File: src/rtl/serial_subtractor_pkg.sv
// Shared constants for the bit-serial subtractor: FSM state encodings and default width.
package serial_subtractor_pkg;

    localparam int SUB_WIDTH_DEFAULT = 8;

    localparam logic [1:0] IDLE  = 2'd0;
    localparam logic [1:0] SHIFT = 2'd1;
    localparam logic [1:0] DONE  = 2'd2;

endpackage

File: src/rtl/serial_subtractor_full_subtractor.sv
// Single-bit full subtractor cell: diff = a - b - bin, with borrow out.
module full_subtractor (
    input  logic a,
    input  logic b,
    input  logic bin,
    output logic diff,
    output logic borrow
);

    assign diff   = a ^ b ^ bin;
    assign borrow = (~a & b) | (~(a ^ b) & bin);

endmodule

File: src/rtl/serial_subtractor.sv
// Bit-serial WIDTH-bit subtractor (diff = a - b), LSB first, one full_subtractor cell.
// Optional signed-overflow output is built when SERIAL_SUB_OVF_EN is defined.
module serial_subtractor
    import serial_subtractor_pkg::*;
#(
    parameter int WIDTH = SUB_WIDTH_DEFAULT
) (
    input  logic             clk,
    input  logic             rst,
    input  logic             start,
    input  logic [WIDTH-1:0] a,
    input  logic [WIDTH-1:0] b,
    output logic             busy,
    output logic             done,
    output logic [WIDTH-1:0] diff,
    output logic             borrow_out
`ifdef SERIAL_SUB_OVF_EN
    ,
    output logic             ovf
`endif
);

    localparam int CW = (WIDTH > 1) ? $clog2(WIDTH) : 1;
    localparam logic [CW-1:0] LAST = CW'(WIDTH - 1);

    logic [1:0]       state;
    logic [WIDTH-1:0] a_sr;
    logic [WIDTH-1:0] b_sr;
    logic [WIDTH-2:0] res_sr;
    logic             bflop;
    logic [CW-1:0]    count;
    logic             cell_diff;
    logic             cell_borrow;
    logic [WIDTH-1:0] res_next;
`ifdef SERIAL_SUB_OVF_EN
    logic             a_msb;
    logic             b_msb;
`endif

    full_subtractor u_cell (
        .a      (a_sr[0]),
        .b      (b_sr[0]),
        .bin    (bflop),
        .diff   (cell_diff),
        .borrow (cell_borrow)
    );

    // Only WIDTH-1 partial bits need storing; the final cell bit completes the word.
    assign res_next = {cell_diff, res_sr};

    assign busy = (state == SHIFT);
    assign done = (state == DONE);

    always_ff @(posedge clk) begin
        if (rst) begin
            state      <= IDLE;
            a_sr       <= '0;
            b_sr       <= '0;
            res_sr     <= '0;
            bflop      <= 1'b0;
            count      <= '0;
            diff       <= '0;
            borrow_out <= 1'b0;
`ifdef SERIAL_SUB_OVF_EN
            a_msb      <= 1'b0;
            b_msb      <= 1'b0;
            ovf        <= 1'b0;
`endif
        end else begin
            case (state)
                IDLE, DONE: begin
                    if (start) begin
                        a_sr  <= a;
                        b_sr  <= b;
                        bflop <= 1'b0;
                        count <= '0;
`ifdef SERIAL_SUB_OVF_EN
                        a_msb <= a[WIDTH-1];
                        b_msb <= b[WIDTH-1];
`endif
                        state <= SHIFT;
                    end else begin
                        state <= IDLE;
                    end
                end
                SHIFT: begin
                    a_sr   <= a_sr >> 1;
                    b_sr   <= b_sr >> 1;
                    bflop  <= cell_borrow;
                    res_sr <= res_next[WIDTH-1:1];
                    count  <= count + 1'b1;
                    if (count == LAST) begin
                        diff       <= res_next;
                        borrow_out <= cell_borrow;
`ifdef SERIAL_SUB_OVF_EN
                        ovf        <= (a_msb != b_msb) && (cell_diff != a_msb);
`endif
                        state      <= DONE;
                    end
                end
                default: state <= IDLE;
            endcase
        end
    end

endmodule

File: config.mk
export PLATFORM = sky130hd
export DESIGN_NAME = serial_subtractor
export DESIGN_NICKNAME = d
export VERILOG_FILES = /design/src/rtl/serial_subtractor_pkg.sv /design/src/rtl/serial_subtractor_full_subtractor.sv /design/src/rtl/serial_subtractor.sv
export SDC_FILE = /design/constraint.sdc
export NUM_CORES = 1
export LEC_CHECK = 0
export CORE_AREA = 2 2 48 83
export DETAILED_ROUTE_END_ITERATION = 10
export DIE_AREA = 0 0 50 85
export DONT_BUFFER_PORTS = 1
export GPL_ROUTABILITY_DRIVEN = 1
export HOLD_SLACK_MARGIN = 0.06
export PLACE_DENSITY = 0.59
export SLEW_MARGIN = 20
export SYNTH_ARGS = -nofsm -noshare
export SYNTH_HDL_FRONTEND = slang
export SYNTH_SLANG_ARGS = --single-unit
File: constraint.sdc
create_clock -name clk -period 3.85 [get_ports clk]
set_input_delay 0.77 -clock clk [delete_from_list [all_inputs] [get_ports clk]]
set_output_delay 0.77 -clock clk [all_outputs]
set_load 0.005 [all_outputs]
### Word level (Yosys, flattened, before mapping)

Index checks and enable logic that the tools add are counted.

| cells by class | value |
|---|---|
| add/subtract/negate cells | 1 |
| eq/ne operators | 5 |
| mux-type cells | 11 |
| bitwise gates (word level) | 7 |
| reduce and logical (&&, ||, !) cells | 5 |

Operators with widths:

| kind | number |
|---|---|
| $pmux 8 s2 | 2 |
| $mux 8 | 2 |
| $pmux 3 s2 | 1 |
| $pmux 2 s2 | 1 |
| $reduce_and 2->1 | 2 |
| $add 3x1->3 const B | 1 |
| $eq 3x3->1 const B | 1 |
| $mux 3 | 1 |
| $and 1x1->1 | 2 |
| $eq 2x1->1 const B | 1 |
| $eq 2x2->1 const B | 1 |
| $logic_not 2->1 | 1 |
| $mux 1 | 2 |
| $mux 2 | 1 |
| $ne 2x1->1 const B | 1 |
| $ne 2x2->1 const B | 1 |
| $not 1->1 | 2 |
| $pmux 1 s2 | 1 |
| $reduce_bool 2->1 | 1 |
| $reduce_or 2->1 | 1 |
| $xor 1x1->1 | 2 |
| $or 1x1->1 | 1 |

| word-level totals | value |
|---|---|
| flip-flop bits (word level) | 38 |
| input bits | 19 |
| output and inout port bits | 11 |

### Longest topological paths before layout

| logic depth | value |
|---|---|
| depth in word-level cells | 5 |
| depth in mapped cells | 6 |
| gate-level depth less buffers | 5 |

### Cells and area by module

A second synthesis with hierarchy kept.

| second synthesis, totals | value |
|---|---|
| cell total of the unflattened synthesis | 191 |
| area, all modules | 1544.0 µm² |

Modules (own cells, without submodules):

| module | instances | cells each | area each (µm²) | seq. area each (µm²) |
|---|---|---|---|---|
| serial_subtractor | 1 | 187 | 1512.7 | 760.7 |
| full_subtractor | 1 | 4 | 31.3 | 0.0 |

### Worst setup path before layout

OpenSTA, ideal clock, no wires.

| timing | value |
|---|---|
| path kind | flip-flop to output port |
| from | reg state[1] |
| to | out busy |
| arrival | 0.776 ns |
| path slack | 2.304 ns |
| cell stages (with the launch flop) | 5 |
| path buffers | 2 |
| cell sequence | dfxtp_1 -> nand2b_1 -> buf_6 -> clkinv_2 -> buf_2 |

| on the way | value |
|---|---|
| word-level cells in the longest chain between the ends | 1 |

RTL lines:

| what | line | source |
|---|---|---|
| start: declaration | serial_subtractor.sv:26 | `logic [1:0] state;` |
| start signal: assignment | serial_subtractor.sv:56 | `state <= IDLE;` |
| start signal: assignment | serial_subtractor.sv:81 | `state <= SHIFT;` |
| start signal: assignment | serial_subtractor.sv:83 | `state <= IDLE;` |
| $eq 2x1->1 | serial_subtractor.sv:51 | `assign busy = (state == SHIFT);` |
| end: declaration | serial_subtractor.sv:13 | `output logic busy,` |

Every way passes these cells.

### Worst setup path in the final report

Ends and elaborated chain as after synthesis.

==> flow_metrics.tcl <==
set metrics [dict create \
    status "complete, no violations" \
    power.density_mw_per_mm2 472.2 \
    grt_usage_pct 14.64 \
    clk_pin_slew_ps 70 \
    skew_ps 4.646 \
    worstReg2RegStart "state[1]$_SDFFE_PP0P_" \
    finalPower_uw 760.9 \
    fin_ws_ps 1603 \
    placed_cells 220 \
    drt-total-wl_um 2822 \
    post-route-period-util_pct 58.37 \
    clock_latency_ps 280 \
    synth_top_cell_by_area "dfxtp_1" \
    cts.sinks 38 \
    coreArea_mm2 0.003592 \
    holdBufCountCts 0 \
    synthCells 189 \
    wire_per_inst_um 12.38 \
    start_kind "register" \
    finalHoldViolCount 0 \
    path_delay_family "buffers and inverters" \
    root_buffer "clkbuf_8" \
    rsz0062_at_grt "false" \
    num_antenna_cells 0 \
    routabilityCongestion 0.6673 \
    crit_fanout 43 \
    final_util_pct 44.86 \
    min_from "res_sr[0]$_SDFFE_PP0P_" \
    rows 29 \
    endpoint_kind "output port" \
    grt_pass1_vias 1072 \
    pin_count 30 \
    worst-path-buf-inv 2 \
    antenna_found_initial 0 \
    htreeDepth 2 \
    num_vias 1199 \
    r2r-end "borrow_out$_SDFFE_PP0P_" \
    synth_cell_types 21 \
    tightest_slew_ps 987.6 \
    r2r_slack_ps 2210 \
    finalNonFillerCells 228 \
    yosysSeqAreaShare_pct 48.91 \
    slew_viol_final 0 \
    numCtsBuffers 5 \
    fin_crit_ps 2247 \
    grt_max_degree 44 \
    yosys_warnings 0 \
    syn_to_final_growth_pct 3.621 \
    synth_top_area_share_pct 48.91 \
    layout.nets 203 \
    netlist_area_mm2 0.001555 \
    place_ws_ps 1757 \
    hold-worst-slack_ps 458.3 \
    critPathSlowestCell "clkinv_2" \
    drive_above_1_share_pct 6.044 \
    dr.first_iter.drc_count 28 \
    syn-num-nets 211 \
    slew_headroom_pct 34.02 \
    cts_tree "done" \
    dieArea_mm2 0.004250 \
    dp_hpwl_um 1895 \
    cap_violations 0 \
    final_area_mm2 0.001612 \
    placed_area_mm2 0.001520 \
    drc 0 \
    setup_tns_ps 0 \
    synth-seq-cells 38 \
    hold_class "reg2reg" \
    start_util_pct 43.30 \
    vias_per_cell 5.259 \
    postCtsSetupRepairBufs 0 \
    leakage_nw 0.5614 \
    path_cells "nand2b_1 -> buf_4 -> clkinv_2" \
    syn_avg_cell_area_um2 8.229 \
    reg2reg_depth 5 \
    hold_end "res_sr[0]$_SDFFE_PP0P_" \
    drtPass1Iterations 4 \
    crit_path_max_incr_delay_ps 380 \
    crit_required_ps 3080 \
    cp_data_arrival_time_ps 1480 \
    synth.top_cells.by_area "dfxtp_1, nand2_1, a311oi_1" \
    gr-total-overflow 0 \
    critical_path_class "reg2out" \
    postRouteAntennaNets 0 \
    max_freq_mhz 445.0 \
    whs_path_depth 2 \
    fp.dieH_um 85 \
    grt_pass1_wl_um 4747 \
    setup_violations 0 \
    post_cts_resized 0 \
    cts_max_path_buffers 2 \
    place.port_buffers 0 \
    ir_drop_uv 275.3 \
    fp.dieW_um 50 \
]
==> how the worst max path moves through the flow <==
stage | startpoint | to | depth (start not counted)
6_report | state[1]$_SDFFE_PP0P_ | busy | 3
5_1_grt | state[1]$_SDFFE_PP0P_ | busy | 3
4_1_cts | state[1]$_SDFFE_PP0P_ | busy | 3
3_5_place_dp | start | b_sr[1]$_SDFFE_PP0P_ | 3
3_3_place_gp | start | a_sr[5]$_SDFFE_PP0P_ | 3
2_1_floorplan | state[1]$_SDFFE_PP0P_ | busy | 4
==> tightest hold or removal path, stage by stage, from the launching register on <==
cell and delay (ps):
dfxtp_1 310, nand2_1 50, a21oi_1 50
==> synth_stat cells, drive strengths merged <==
library cell,number
nor2b,2
a311oi,15
nor2,16
buf,13
ha,2
clkbuf,3
dfxtp,38
nand3b,1
nand2b,4
clkinv,1
o21a,1
fa,1
a21oi,22
nand2,54
nand3,14
inv,2
==> flip-flops by register name (all words and copies together), names as in the netlist <==
register / count
res_sr: 7
borrow_out: 1
diff: 8
a_sr: 8
bflop: 1
count: 3
b_sr: 8
state: 2
==> metal layers <==
| metal | vias up | GRT usage (%) | wire length [µm] |
|---|---|---|---|
| met2 | 25 | 24.88 | 1451 |
| met5 | - | 0 | 0 |
| met1 | 546 | 15.09 | 1167 |
| met4 | 0 | 8.333 | 70 |
| li1 | 622 | - | - |
| met3 | 6 | 5.282 | 133 |
==> power by group <==
| group | internal (mW) | total (mW) | switching (mW) |
|---|---|---|---|
| Sequential | 0.412 | 0.423 | 0.0106 |
| Clock | 0.144 | 0.274 | 0.130 |
| Combinational | 0.0224 | 0.0635 | 0.0411 |
==> cells in the final DEF (no fill, tap or decap), types with 2 or more instances in the layout <==
master,n
a21oi_1,21
a311oi_1,14
clkbuf_8,6
clkinv_2,2
dfxtp_1,38
ha_1,2
inv_1,2
nand2_1,54
nand2b_1,4
nand3_1,14
nor2_1,16
nor2b_1,2
==> logic make-up after synthesis <==
logic type | Yosys count | share of synthesized area (%)
AO/OA/AOI/OAI | 38 | 16.65
flip-flops | 38 | 48.91
AND/OR/NAND/NOR | 91 | 24.30
adder cells (fa/ha/maj) | 3 | 2.896
buffers and inverters | 19 | 7.240
==> area by class of cell <==
type | count | area, µm²
Clock buffer | 7 | 86.33
Clock inverter | 1 | 5.005
Fill cell | 357 | 1981
Inverter | 3 | 12.51
Multi-Input combinational cell | 132 | 681.9
Sequential cell | 38 | 760.7
Tap cell | 46 | 57.56
Timing Repair Buffer | 1 | 7.507
Power figures use the tool's default switching activity.
